===== src/rtl/ir_tx_scheduler_if.sv =====
// ----------------------------------------------------------------------------
// ir_tx_scheduler_if
// Bundles the requester-side handshake and the ir_transmitter-side signals
// of the scheduler into one interface.
//   req_valid  [NUM_REQ]     requester i has a frame pending
//   req_data   [NUM_REQ*32]  frame word of requester i at [32*i+31:32*i]
//   req_ready  [NUM_REQ]     one-hot accept pulse
//   req_done   [NUM_REQ]     one-hot frame-finished pulse
//   req_error  [NUM_REQ]     one-hot frame-never-started pulse
//   tx_data    [32]          word presented to ir_transmitter
//   tx_start                 single-cycle start pulse to ir_transmitter
//   tx_busy                  busy flag from ir_transmitter
//   sched_busy               scheduler is not idle
// The master modport is the environment (clients plus transmitter), and the
// slave modport is the scheduler itself.
// ----------------------------------------------------------------------------
interface ir_tx_scheduler_if #(
    parameter int NUM_REQ = 4
);
    logic [NUM_REQ-1:0]    req_valid;
    logic [NUM_REQ*32-1:0] req_data;
    logic [NUM_REQ-1:0]    req_ready;
    logic [NUM_REQ-1:0]    req_done;
    logic [NUM_REQ-1:0]    req_error;
    logic [31:0]           tx_data;
    logic                  tx_start;
    logic                  tx_busy;
    logic                  sched_busy;

    modport master (
        output req_valid, req_data, tx_busy,
        input  req_ready, req_done, req_error, tx_data, tx_start, sched_busy
    );

    modport slave (
        input  req_valid, req_data, tx_busy,
        output req_ready, req_done, req_error, tx_data, tx_start, sched_busy
    );
endinterface


===== src/rtl/ir_tx_scheduler.sv =====
// ----------------------------------------------------------------------------
// ir_tx_scheduler
// Shares one ir_transmitter between NUM_REQ requesters. Requests are
// arbitrated round-robin. The winner's word is latched onto tx_data, and
// tx_start is pulsed. The scheduler then follows tx_busy to the end of the
// frame and enforces an inter-frame gap before the next grant.
// Ports:
//   clock    system clock
//   reset_n  synchronous active-low reset
//   bus      ir_tx_scheduler_if.slave (request handshake + transmitter side)
// ----------------------------------------------------------------------------
module ir_tx_scheduler #(
    parameter int NUM_REQ       = 4,
    parameter int GAP_CYCLES    = 1000,
    parameter int START_TIMEOUT = 8
) (
    input  logic                 clock,
    input  logic                 reset_n,
    ir_tx_scheduler_if.slave     bus
);

    localparam int IDX_W   = (NUM_REQ > 1) ? $clog2(NUM_REQ) : 1;
    localparam int CNT_MAX = (GAP_CYCLES > START_TIMEOUT) ? GAP_CYCLES : START_TIMEOUT;
    localparam int CNT_W   = $clog2(CNT_MAX + 1);

    typedef enum logic [2:0] {
        IDLE,
        START,
        WAIT_BUSY,
        WAIT_DONE,
        GAP
    } state_t;

    state_t             state;
    state_t             state_next;
    logic [IDX_W-1:0]   rr_ptr;
    logic [IDX_W-1:0]   owner;
    logic [31:0]        tx_data_q;
    logic [CNT_W-1:0]   cnt;

    logic               grant_found;
    logic [IDX_W-1:0]   grant_idx;
    logic [IDX_W-1:0]   cand;
    logic [NUM_REQ-1:0] ready_vec;
    logic [NUM_REQ-1:0] done_vec;
    logic [NUM_REQ-1:0] error_vec;
    logic               cnt_clear;
    logic               cnt_inc;

    // Round-robin search starts at rr_ptr and wraps. The first valid
    // requester found wins.
    always_comb begin
        grant_found = 1'b0;
        grant_idx   = '0;
        cand        = '0;
        for (int i = 0; i < NUM_REQ; i++) begin
            cand = IDX_W'((int'(rr_ptr) + i) % NUM_REQ);
            if (!grant_found && bus.req_valid[cand]) begin
                grant_found = 1'b1;
                grant_idx   = cand;
            end
        end
    end

    // Next-state and pulse decode. One counter is shared by the start
    // timeout and the gap, because those two phases never overlap.
    always_comb begin
        state_next = state;
        ready_vec  = '0;
        done_vec   = '0;
        error_vec  = '0;
        cnt_clear  = 1'b0;
        cnt_inc    = 1'b0;
        case (state)
            IDLE: begin
                if (grant_found) begin
                    ready_vec[grant_idx] = 1'b1;
                    state_next           = START;
                end
            end
            START: begin
                cnt_clear  = 1'b1;
                state_next = WAIT_BUSY;
            end
            WAIT_BUSY: begin
                if (bus.tx_busy) begin
                    state_next = WAIT_DONE;
                end else if (cnt == CNT_W'(START_TIMEOUT - 1)) begin
                    error_vec[owner] = 1'b1;
                    cnt_clear        = 1'b1;
                    state_next       = GAP;
                end else begin
                    cnt_inc = 1'b1;
                end
            end
            WAIT_DONE: begin
                if (!bus.tx_busy) begin
                    done_vec[owner] = 1'b1;
                    cnt_clear       = 1'b1;
                    state_next      = GAP;
                end
            end
            GAP: begin
                if (cnt == CNT_W'(GAP_CYCLES - 1)) begin
                    state_next = IDLE;
                end else begin
                    cnt_inc = 1'b1;
                end
            end
            default: state_next = IDLE;
        endcase
    end

    // State, pointer, owner and data registers. tx_data is loaded only in
    // the IDLE grant cycle, so it stays stable for the whole frame.
    always_ff @(posedge clock) begin
        if (!reset_n) begin
            state     <= IDLE;
            rr_ptr    <= '0;
            owner     <= '0;
            tx_data_q <= '0;
            cnt       <= '0;
        end else begin
            state <= state_next;
            if (state == IDLE && grant_found) begin
                tx_data_q <= bus.req_data[32*int'(grant_idx) +: 32];
                owner     <= grant_idx;
                rr_ptr    <= (grant_idx == IDX_W'(NUM_REQ - 1)) ? '0 : grant_idx + 1'b1;
            end
            if (cnt_clear) begin
                cnt <= '0;
            end else if (cnt_inc) begin
                cnt <= cnt + 1'b1;
            end
        end
    end

    // The request-side pulses are gated with reset_n. This stops a held
    // request or a falling tx_busy from producing a pulse during the reset
    // cycle of an aborted frame.
    assign bus.req_ready  = ready_vec & {NUM_REQ{reset_n}};
    assign bus.req_done   = done_vec  & {NUM_REQ{reset_n}};
    assign bus.req_error  = error_vec & {NUM_REQ{reset_n}};
    assign bus.tx_data    = tx_data_q;
    assign bus.tx_start   = (state == START);
    assign bus.sched_busy = (state != IDLE);

endmodule


===== src/flat_wrapper.sv =====
// flat-port wrapper written by rule: the top's interface ports become plain ports
module ir_tx_scheduler_flat 
#(
    parameter int NUM_REQ       = 4,
    parameter int GAP_CYCLES    = 1000,
    parameter int START_TIMEOUT = 8
)
  (clock, reset_n, bus_req_valid, bus_req_data, bus_tx_busy, bus_req_ready, bus_req_done, bus_req_error, bus_tx_data, bus_tx_start, bus_sched_busy);
  ir_tx_scheduler_if #(.NUM_REQ(NUM_REQ)) bus_i ();
  input  logic clock;
  input  logic reset_n;
  input wire logic [$bits(bus_i.req_valid)-1:0] bus_req_valid;
  input wire logic [$bits(bus_i.req_data)-1:0] bus_req_data;
  input wire logic [$bits(bus_i.tx_busy)-1:0] bus_tx_busy;
  output wire logic [$bits(bus_i.req_ready)-1:0] bus_req_ready;
  output wire logic [$bits(bus_i.req_done)-1:0] bus_req_done;
  output wire logic [$bits(bus_i.req_error)-1:0] bus_req_error;
  output wire logic [$bits(bus_i.tx_data)-1:0] bus_tx_data;
  output wire logic [$bits(bus_i.tx_start)-1:0] bus_tx_start;
  output wire logic [$bits(bus_i.sched_busy)-1:0] bus_sched_busy;
  assign bus_i.req_valid = bus_req_valid;
  assign bus_i.req_data = bus_req_data;
  assign bus_i.tx_busy = bus_tx_busy;
  assign bus_req_ready = bus_i.req_ready;
  assign bus_req_done = bus_i.req_done;
  assign bus_req_error = bus_i.req_error;
  assign bus_tx_data = bus_i.tx_data;
  assign bus_tx_start = bus_i.tx_start;
  assign bus_sched_busy = bus_i.sched_busy;
  ir_tx_scheduler #(.NUM_REQ(NUM_REQ), .GAP_CYCLES(GAP_CYCLES), .START_TIMEOUT(START_TIMEOUT)) u_core (.clock(clock), .reset_n(reset_n), .bus(bus_i));
endmodule

===== config.mk =====
export PLATFORM = sky130hd
export DESIGN_NAME = ir_tx_scheduler_flat
export DESIGN_NICKNAME = d
export VERILOG_FILES = /design/src/rtl/ir_tx_scheduler_if.sv /design/src/rtl/ir_tx_scheduler.sv /design/src/flat_wrapper.sv
export SDC_FILE = /design/constraint.sdc
export NUM_CORES = 1
export LEC_CHECK = 0
export CORE_UTILIZATION = 37
export DETAILED_ROUTE_END_ITERATION = 7
export PLACE_DENSITY_LB_ADDON = 0.12
export SLEW_MARGIN = 10
export SYNTH_ARGS = -nofsm -noshare
export SYNTH_HDL_FRONTEND = slang
export SYNTH_SLANG_ARGS = --single-unit
export TNS_END_PERCENT = 10

===== constraint.sdc =====
create_clock -name clock -period 2.1 [get_ports clock]
set_input_delay 0.42 -clock clock [delete_from_list [all_inputs] [get_ports clock]]
set_output_delay 0.42 -clock clock [all_outputs]
set_load 0.005 [all_outputs]

Word level (Yosys, flattened, before mapping) --
Index checks and enable logic that the tools add are counted.
Storage, ports and cells: latch bits 0, output and inout port bits 46, memories kept 0, memory bits (read-only) 0, input bits 135, register bits 49, bits in writable memories 0, word-level logic and storage cells 89
Operators by class: add/subtract/negate cells 5, bitwise operators 4, multiply operators 0, div/mod/pow operators 0, mux-type cells 42, $lt $le $gt $ge 8, reduce and logical (&&, ||, !) cells 13, shifts and indexed selects 1, equality and inequality tests 11
Operators with widths (count):
- $shiftx A128 B8 Y32 | 1
- $mux W4 | 7
- $lt A2 B3 Y1 const B | 6
- $mux W1 | 16
- $mux W3 | 5
- $pmux W3 S5 | 1
- $and A4 B4 Y4 | 3
- $add A10 B1 Y10 const B | 1
- $eq A10 B10 Y1 const B | 1
- $eq A10 B3 Y1 const B | 1
- $mux W2 | 5
- $bmux W1 S2 | 4
- $eq A3 B2 Y1 const B | 2
- $logic_and A1 B1 Y1 | 6
- $add A2 B1 Y2 const B | 2
- $add A2 B2 Y2 const B | 2
- $demux W1 S2 | 2
- $ge A2 B1 Y1 const B | 2
- $ne A2 B1 Y1 const B | 2
- $reduce_and A4 Y1 | 1
- $eq A3 B1 Y1 const B | 1
- $eq A3 B3 Y1 const B | 1
- $logic_not A1 Y1 | 3
- $logic_not A3 Y1 | 1
- 8 further kinds | 8

Logic depth before layout (Yosys ltp) --
Gate-level depths: netlist of the first run.
depth in word-level cells 19, mapped depth 9, depth with buffers taken out 7

Worst setup path before layout of the first run --
OpenSTA, ideal clock, no wires.
path kind input to output, from input bus_req_valid[2], to output bus_req_ready[3], data arrival time 1.702 ns, data required time 1.680 ns, path buffers 2, stages on the path 8, path slack -0.022 ns, path through nor2b_1 > nor2b_1 > or3_1 > clkbuf_1 > clkinv_1 > buf_2 > ha_1 > and3_1
Between the ends: word-level cells in the longest chain between the ends 19, elaborated cells between the ends (all ways) 30, classes of those cells order compare: 2; mux: 20; bitwise: 1; reduce/logical: 7
RTL lines:
- start, declared | RTL line flat_wrapper.sv:12 | input wire logic [$bits(bus_i.req_valid)-1:0] bus_req_valid;
- $bmux W1 S2 | RTL line ir_tx_scheduler.sv:58 | if (!grant_found && bus.req_valid[cand]) begin
- $mux W1 (not written as such) | RTL line ir_tx_scheduler.sv:58
- $mux W1 | RTL line ir_tx_scheduler.sv:58
- $logic_not A1 Y1 | RTL line ir_tx_scheduler.sv:58
- $logic_and A1 B1 Y1 | RTL line ir_tx_scheduler.sv:58
- $mux W1 | RTL line ir_tx_scheduler.sv:58
- $logic_not A1 Y1 | RTL line ir_tx_scheduler.sv:58
- $logic_and A1 B1 Y1 | RTL line ir_tx_scheduler.sv:58
- [... 3 more ...]
- $mux W2 | RTL line ir_tx_scheduler.sv:58
- $lt A2 B3 Y1 (not written as such) or $ge A2 B1 Y1 (tied branches) | RTL line ir_tx_scheduler.sv:77 | ready_vec[grant_idx] = 1'b1;
- $logic_and A1 B1 Y1 (not written as such) | RTL line ir_tx_scheduler.sv:77
- $mux W1 (not written as such) | RTL line ir_tx_scheduler.sv:77
- $demux W1 S2
- $mux W4 * | RTL line ir_tx_scheduler.sv:76 | if (grant_found) begin
- $mux W4 * | RTL line ir_tx_scheduler.sv:74 | case (state)
- $and A4 B4 Y4 * | RTL line ir_tx_scheduler.sv:141 | assign bus.req_ready = ready_vec & {NUM_REQ{reset_n}};
- end, declared | RTL line flat_wrapper.sv:15 | output wire logic [$bits(bus_i.req_ready)-1:0] bus_req_ready;
Every way passes the cells marked *; elsewhere a longest branch is shown, timed or not. The select of a mux whose other input is x is not followed.

Final worst setup path of the first run --
from input bus_req_valid[3], to output bus_req_ready[3]
The elaborated chain is that of the path after synthesis.

==> key figures, run 1 <==
Synth
  – Primary FF master, synth: dfxtp_1
  – Yosys top cell area share: 0.281
  – Sequential share of the synthesized area: 0.281
  – Synthesized instance count: 470
  – Post-synthesis average cell area: 7.42 um2
  – Async set or reset register ratio after synthesis: 0
  – Synth Net Count: 607
  – Most area-hungry cell type in the Yosys netlist: dfxtp_1
  – Count of different cell masters after synthesis: 42
  – Most common library cells after synthesis: 133 x nand3_1, 68 x a21oi_1, 49 x dfxtp_1
  – Synth top area cells: dfxtp_1 28%, nand3_1 19%, mux2i_1 11%
  – Post-Synthesis Cell Area: 3490 um2
  – Number of synthesized flops with an enable pin: 0
  – Total number of yosys warnings: 0
  – Most common cell in the synthesized netlist: nand3_1
  – Yosys reg bits: 49

Status
  – Outcome: complete, but fails checks
  – Failing checks: negative setup slack

Power
  – Power per standard cell area: 693 nW/um2
  – Clock network power share: 0.179
  – Comb power frac: 0.501
  – P_leak: 2.38 nW
  – Max VDD drop: 0.524 mV
  – Switch share: 0.356
  – Sequential share of power: 0.320
  – Internal power: 2.60 mW
  – NetSw: 1.44 mW

Hold path
  – Worst Hold Class: reg2reg
  – Hold endpoint: u_core.bus.tx_data[6]
  – Hold depth: 2
  – Hold Path Origin: u_core.bus.tx_data[6]

Timing
  – Final setup vio count: 9
  – Slew @ Worst Pin: 0.637 ns
  – Fin. Hold Viols: 0
  – Fmax: 437 MHz
  – Fin crit share: 1.09
  – Rel. slew slack: 0.575
  – Max Transition Viols Final: 0
  – Skew final: 0.00939 ns
  – Worst Slack Setup Final: -0.190 ns
  – Tmin final: 2.29 ns
  – Worst hold margin: 0.490 ns
  – RSZ-0062 raised after global routing: true

Clock network
  – Clock-pin slew on the worst setup and hold paths: 0.09 ns
  – CTS Root Cell: clkbuf_8
  – Clock Path Buffers: 2
  – Worst skew pair latency: 0.31 ns
  – CTS buffer count: 5
  – Clock net sink count: 49
  – CTS tree: yes
  – Number of H-tree levels: 2

Placement
  – Post-DP HPWL: 8810 um
  – # placed instances: 756
  – Gpl congestion: 0.839
  – DP Area: 5610 um2
  – I/O Buffers: 180
  – Placement Setup Slack: -0.759 ns

Final layout
  – Non-filler cells in the finished layout: 768
  – Nets@finish: 793
  – Diodes inserted: 0
  – Fillers: 811
  – Share of layout cells above drive strength 1: 0.154
  – Final instance area: 5830 um2
  – Layout area overhead: 67.2%

Die
  – Core box area: 9200 um2
  – Cell Rows: 35
  – Initial Utilization: 0.379
  – Die Y: 99.1 um
  – Die width: 99.1 um
  – IO Pins: 181
  – Die area: 9810 um2

Setup path
  – Top Family by Delay on Critical Path: buffers and inverters
  – CP Launch Point: bus_req_valid[3]
  – Critical-path cell list: clkdlybuf4s50_1, a21oi_1, or3_4, clkinv_4, ha_2, and3_4, buf_6
  – Reg2Reg Launch Point: u_core.cnt[7]
  – Worst Path Max Fanout: 3
  – Worst reg2reg path depth: 7
  – Critical path required time: 1.68 ns
  – Worst EP arrival: 1.87 ns
  – CP Buf/Inv Count: 3
  – CP Launch Type: input port
  – CP Capture Type: output pin
  – Max incr delay on CP: 0.51 ns
  – Kind of critical path: in2out
  – Critical Path Slowest Stage Cell: clkdlybuf4s50_1
  – Reg2Reg Setup Slack: 0.08 ns
  – RR Endpoint: u_core.cnt[4]

Global route
  – Global-route wire length before repair: 20400 um
  – Gr usage total: 0.255
  – Initial antenna violation count: 0
  – Pin count of the biggest net entering global routing: 66
  – Vias in the first global route: 4209
  – Total congestion overflow: 0

Job
  – Max cap viols: 0

Drt
  – Post-Route WL: 12700 um
  – Post-DRT Antenna Nets: 0
  – Remaining DRCs: 0
  – Initial drt markers: 171
  – Via/cell ratio: 5.67
  – Vias: 4353
  – WL per Instance: 16.6 um
  – First-pass detailed-route iteration total: 5
## stage by stage
step,utilization,power (mW),TNS (ns)
after global routing,0.634,4.31,-1.42
after floorplan,-,2.28,0
after CTS,0.629,4.06,-1.05
after detailed placement,0.610,3.29,-25.41
final,0.634,4.04,-0.775
after global placement,0.610,3.25,-22.57
## cell usage in the layout (no fill, tap or decap), types with 4 or more instances in the layout
cell type        netlist  routed
buf_6                  4       6
clkbuf_8               0       6
a21oi_1               68      67
nand2_1                9       5
nand3_1              133     133
buf_4                  0      43
nand2_2                0       4
nor2_1                26      23
dfxtp_2                0       5
xor2_1                 6       6
dfxtp_1               49      44
dlygate4sd2_1          0       7
inv_1                  4       4
mux2i_1               37      37
a32oi_1               32      32
buf_2                 14       7
clkdlybuf4s50_1        0     164
## metal layers
metal / global-route usage / wire (um) / vias up / share of wire
li1: - / - / 2145 / -
met2: 0.443 / 6180 / 156 / 0.49
met1: 0.323 / 5510 / 2037 / 0.43
met5: 0 / 0 / - / 0
met4: 0.0679 / 184 / 0 / 0.014
met3: 0.0461 / 857 / 15 / 0.067
## power groups by stage
| stage | logic (mW) | registers, mW | clock network (mW) |
|---|---|---|---|
| 2_1_floorplan | 0.979 | 1.30 | 0 |
| 3_3_place_gp | 1.96 | 1.29 | 0 |
| 3_5_place_dp | 1.99 | 1.30 | 0 |
| 4_1_cts | 2.02 | 1.29 | 0.753 |
| 5_1_grt | 2.20 | 1.32 | 0.786 |
| 6_report | 2.03 | 1.29 | 0.725 |
## how the worst max path moves through the flow
stage | to | slack [ns] | cells after the start
3_5_place_dp | bus_req_ready[3] | -0.76 | 8
2_1_floorplan | bus_req_ready[3] | 0.02 | 8
4_1_cts | bus_req_error[2] | -0.23 | 6
5_1_grt | bus_req_error[2] | -0.25 | 6
3_3_place_gp | bus_req_ready[3] | -0.66 | 8
6_report | bus_req_ready[3] | -0.19 | 7
## sequential cells by signal (all words and copies together), names as in the netlist
register,flops
u_core.state,3
u_core.rr_ptr,2
u_core.cnt,10
u_core.bus.tx_data,32
u_core.owner,2
## timing repair
item                       in CTS  in global routing
setup endpoints to repair      49                 43
cloned                          0                  0
gates resized for setup        67                 11
setup buffers                   4                  0
pin swaps                       8                  5
hold buffers                    0                  0
## tightest hold or removal path: stages, from the launching register on
cell and delay, ns:
dfxtp_1 0.34, a32oi_1 0.06, nand3_1 0.07
## cell type report
class | count | area [um2] | area share
Clock buffer | 7 | 86.3 | 0.0148
Clock inverter | 1 | 30.0 | 0.00515
Inverter | 5 | 23.8 | 0.00408
Multi-Input combinational cell | 364 | 2360 | 0.405
Sequential cell | 49 | 987 | 0.169
Tap cell | 111 | 139 | 0.0238
Timing Repair Buffer | 231 | 2200 | 0.377
## kinds of logic (layout without fill, tap and decap cells)
family	Yosys count	in the layout	share of synthesized area
simple gates	201	201	0.297
compound gates	117	117	0.216
buf+inv	57	244	0.0750
flops	49	49	0.281
mux	37	37	0.106
xor+xnor	7	7	0.0176
fa+ha+maj	2	2	0.00718
Power figures use the tool's default switching activity.
==> run 2: changes to the inputs <==
--- a/config.mk
+++ b/config.mk
@@ -5,9 +5,11 @@
 export SDC_FILE = /design/constraint.sdc
 export NUM_CORES = 1
 export LEC_CHECK = 0
+export CAP_MARGIN = 10
 export CORE_UTILIZATION = 37
 export DETAILED_ROUTE_END_ITERATION = 7
 export PLACE_DENSITY_LB_ADDON = 0.12
+export RECOVER_POWER = 100
 export SLEW_MARGIN = 10
 export SYNTH_ARGS = -nofsm -noshare
 export SYNTH_HDL_FRONTEND = slang
==> run 2 against run 1 <==
  * The run still ends with negative setup slack left
  * Via count grew 0.85%
  * Fmax is essentially flat
  * Register-to-register slack is essentially flat
  * Largest cell class unchanged
  * Largest power group unchanged
  * Global-route usage is the same
  * Highest routed layer unchanged
  * Combinational power shrank 4%
  * Utilization shrank 0.27 points
  * Routed wire length is essentially flat
  * Sequential cell count is the same
  * Clock skew shrank 0.00065 ns
  * Design area shrank 0.43%
==> key figures, run 2 (synthesis results as in run 1) <==
Timing
  – Worst Slack Setup Final: -0.190 ns (+0.000212 ns)
  – Final setup vio count: 45 (+36)
  – Max Transition Viols Final: 0 (unchanged)
  – Fin. Hold Viols: 0 (unchanged)
  – RSZ-0062 raised after global routing: true
  – Rel. slew slack: 0.577 (+0.00223)
  – Skew final: 0.00874 ns (-0.000651 ns)
  – Setup_tns: -3.05 ns (-2.28 ns)
  – Fmax: 437 MHz (about the same)
  – Tmin final: 2.29 ns (-0.000212 ns)
  – Slew @ Worst Pin: 0.634 ns (-0.00335 ns)
  – Fin crit share: 1.09 (about the same)

Final layout
  – Post-route core utilization: 0.631 (-0.00272)
  – Commonest non-fill, non-tap cell in the layout: nand3_1
  – Max reg flops: 32 (unchanged)
  – Most frequent cells in the layout: 133 x nand3_1, 132 x clkdlybuf4s50_1, 67 x a21oi_1
  – Share of layout cells above drive strength 1: 0.146 (-0.00761)
  – Layout area overhead: 66.5%
  – Final instance area: 5800 um2 (-0.43%)
  – Diodes inserted: 0 (unchanged)
  – Nets@finish: 793 (unchanged)
  – Fillers: 819 (+0.99%)

Die
  – IO Pins: 181 (unchanged)
  – Cell Rows: 35 (unchanged)
  – Initial Utilization: 0.379 (unchanged)
  – Die area: 9810 um2 (unchanged)
  – Core box area: 9200 um2 (unchanged)
  – Die Y: 99.1 um (unchanged)
  – Die width: 99.1 um (unchanged)

Power
  – Sequential share of power: 0.324 (+0.004)
  – Internal power: 2.53 mW (-2.8%)
  – P_leak: 2.44 nW (+2.6%)
  – Comb power frac: 0.493 (-0.008)
  – Final Power: 3.96 mW (-2.0%)
  – NetSw: 1.43 mW (-0.66%)
  – Clock network power share: 0.183 (+0.004)
  – Power per standard cell area: 682 nW/um2 (-1.6%)
  – Switch share: 0.361 (+0.00491)
  – Max VDD drop: 0.512 mV (-2.2%)

Status
  – Outcome: complete, but fails checks
  – Failing checks: negative setup slack

Clock network
  – Clock net sink count: 49 (unchanged)
  – Worst skew pair latency: 0.31 ns (about the same)
  – Clock-pin slew on the worst setup and hold paths: 0.10 ns (about the same)
  – CTS buffer count: 5 (unchanged)
  – Clock Path Buffers: 2 (unchanged)
  – Number of H-tree levels: 2 (unchanged)
  – CTS tree: yes
  – CTS Root Cell: clkbuf_8

Drt
  – Post-Route WL: 12700 um (about the same)
  – Initial drt markers: 149 (-13%)
  – Via/cell ratio: 5.72 (+0.85%)
  – Post-DRT Antenna Nets: 0 (unchanged)
  – First-pass detailed-route iteration total: 7 (+2)
  – WL per Instance: 16.6 um (about the same)
  – Remaining DRCs: 0 (unchanged)
  – Vias: 4390 (+0.85%)

Setup path
  – Worst EP arrival: 1.87 ns (about the same)
  – CP Launch Point: bus_req_valid[3]
  – CP Launch Type: input port
  – Critical path required time: 1.68 ns (about the same)
  – Kind of critical path: in2out
  – Worst reg2reg path depth: 7 (unchanged)
  – RR Endpoint: u_core.cnt[4]
  – Reg2Reg Setup Slack: 0.09 ns (about the same)
  – CP Capture Type: output pin
  – Worst Path Max Fanout: 3 (unchanged)
  – Reg2Reg Launch Point: u_core.cnt[7]
  – End of the critical path: bus_req_ready[3]

Hold path
  – Worst Hold Class: reg2reg

Placement
  – Post-DP HPWL: 8810 um (unchanged)
  – Placement Setup Slack: -0.759 ns (unchanged)
  – I/O Buffers: 180 (unchanged)
  – DP Area: 5610 um2 (unchanged)
  – Gpl congestion: 0.839 (unchanged)

Global route
  – GR Util met3: 0.0461 (unchanged)
  – Gr usage total: 0.255 (unchanged)
  – Total congestion overflow: 0 (unchanged)
  – Vias in the first global route: 4209 (unchanged)
  – Most Used Layer, Global Route: met2
  – Initial antenna violation count: 0 (unchanged)
  – Grt met1 use: 0.323 (unchanged)
  – Pin count of the biggest net entering global routing: 66 (unchanged)
  – Global-route wire length before repair: 20400 um (unchanged)
  – Met2 Use GR: 0.443 (unchanged)

Job
  – Max cap viols: 0 (unchanged)
## run 2: cell count changes in the layout (fill, tap and decap cells not counted), moves of 2 or more
cell             change
nor2_2               -2
buf_4                -5
clkbuf_1             +2
nor2_1               +2
clkbuf_2             +3
dlygate4sd3_1       +32
clkdlybuf4s50_1     -32
## run 2: area by class of cell
type                            instances  area [um2]  share of cell area
Clock buffer                            7        86.3              0.0149
Tap cell                              111         139              0.0239
Inverter                                5        23.8             0.00410
Sequential cell                        49         987               0.170
Clock inverter                          1        30.0             0.00517
Multi-Input combinational cell        364        2350               0.405
Timing Repair Buffer                  231        2180               0.376
## run 2: worst min path at each step
stage                                start  slack [ns]  depth (start not counted)                     end
floorplan                 u_core.rr_ptr[0]        0.47                          2        u_core.rr_ptr[0]
global placement    u_core.bus.tx_data[18]        0.46                          2  u_core.bus.tx_data[18]
detailed placement   u_core.bus.tx_data[6]        0.46                          2   u_core.bus.tx_data[6]
CTS                  u_core.bus.tx_data[6]        0.49                          2   u_core.bus.tx_data[6]
global route        u_core.bus.tx_data[15]        0.51                          2  u_core.bus.tx_data[15]
finish               u_core.bus.tx_data[6]        0.48                          2   u_core.bus.tx_data[6]
## run 2: repair_timing
| item | in CTS | in global routing |
|---|---|---|
| gates cloned | 0 | 0 |
| pin swaps | 8 | 5 |
| hold buffers | 0 | 0 |
| setup endpoints to repair | 49 | 43 |
| setup buffers | 4 | 0 |
| hold endpoints to repair | 0 | 0 |
| gates resized for setup | 67 | 11 |
## run 2: routing by layer
| layer | share of wire | up-vias |
|---|---|---|
| li1 | - | 2150 |
| met1 | 0.43 | 2062 |
| met2 | 0.48 | 163 |
| met3 | 0.067 | 15 |
| met4 | 0.014 | 0 |
| met5 | 0 | - |
## run 2: power by group through the flow
stage | Clock (mW) | Sequential (mW) | Combinational (mW)
after CTS | 0.753 | 1.29 | 2.02
after global placement | 0 | 1.29 | 1.96
after floorplan | 0 | 1.30 | 0.979
after global routing | 0.786 | 1.31 | 2.13
after detailed placement | 0 | 1.30 | 1.99
final | 0.725 | 1.28 | 1.95
## run 2: per-stage QoR
stage | cells | hold WS (ns)
detailed placement | 756 | 0.464
global placement | 756 | 0.461
finish | 768 | 0.483
global route | 768 | 0.507
floorplan | 470 | 0.465
CTS | 768 | 0.492
## run 2: worst max-delay path: stages
cell,delay [ns]
clkdlybuf4s50_1,0.51
a21oi_1,0.06
or3_4,0.37
clkinv_4,0.07
ha_2,0.16
and3_4,0.18
buf_6,0.10
==> run 3: changes to the inputs <==
--- a/config.mk
+++ b/config.mk
@@ -8,6 +8,7 @@
 export CAP_MARGIN = 10
 export CORE_UTILIZATION = 37
 export DETAILED_ROUTE_END_ITERATION = 7
+export GPL_ROUTABILITY_DRIVEN = 0
 export PLACE_DENSITY_LB_ADDON = 0.12
 export RECOVER_POWER = 100
 export SLEW_MARGIN = 10
==> results of run 3 <==
Final layout, timing and power as in run 2 (identical DEF).
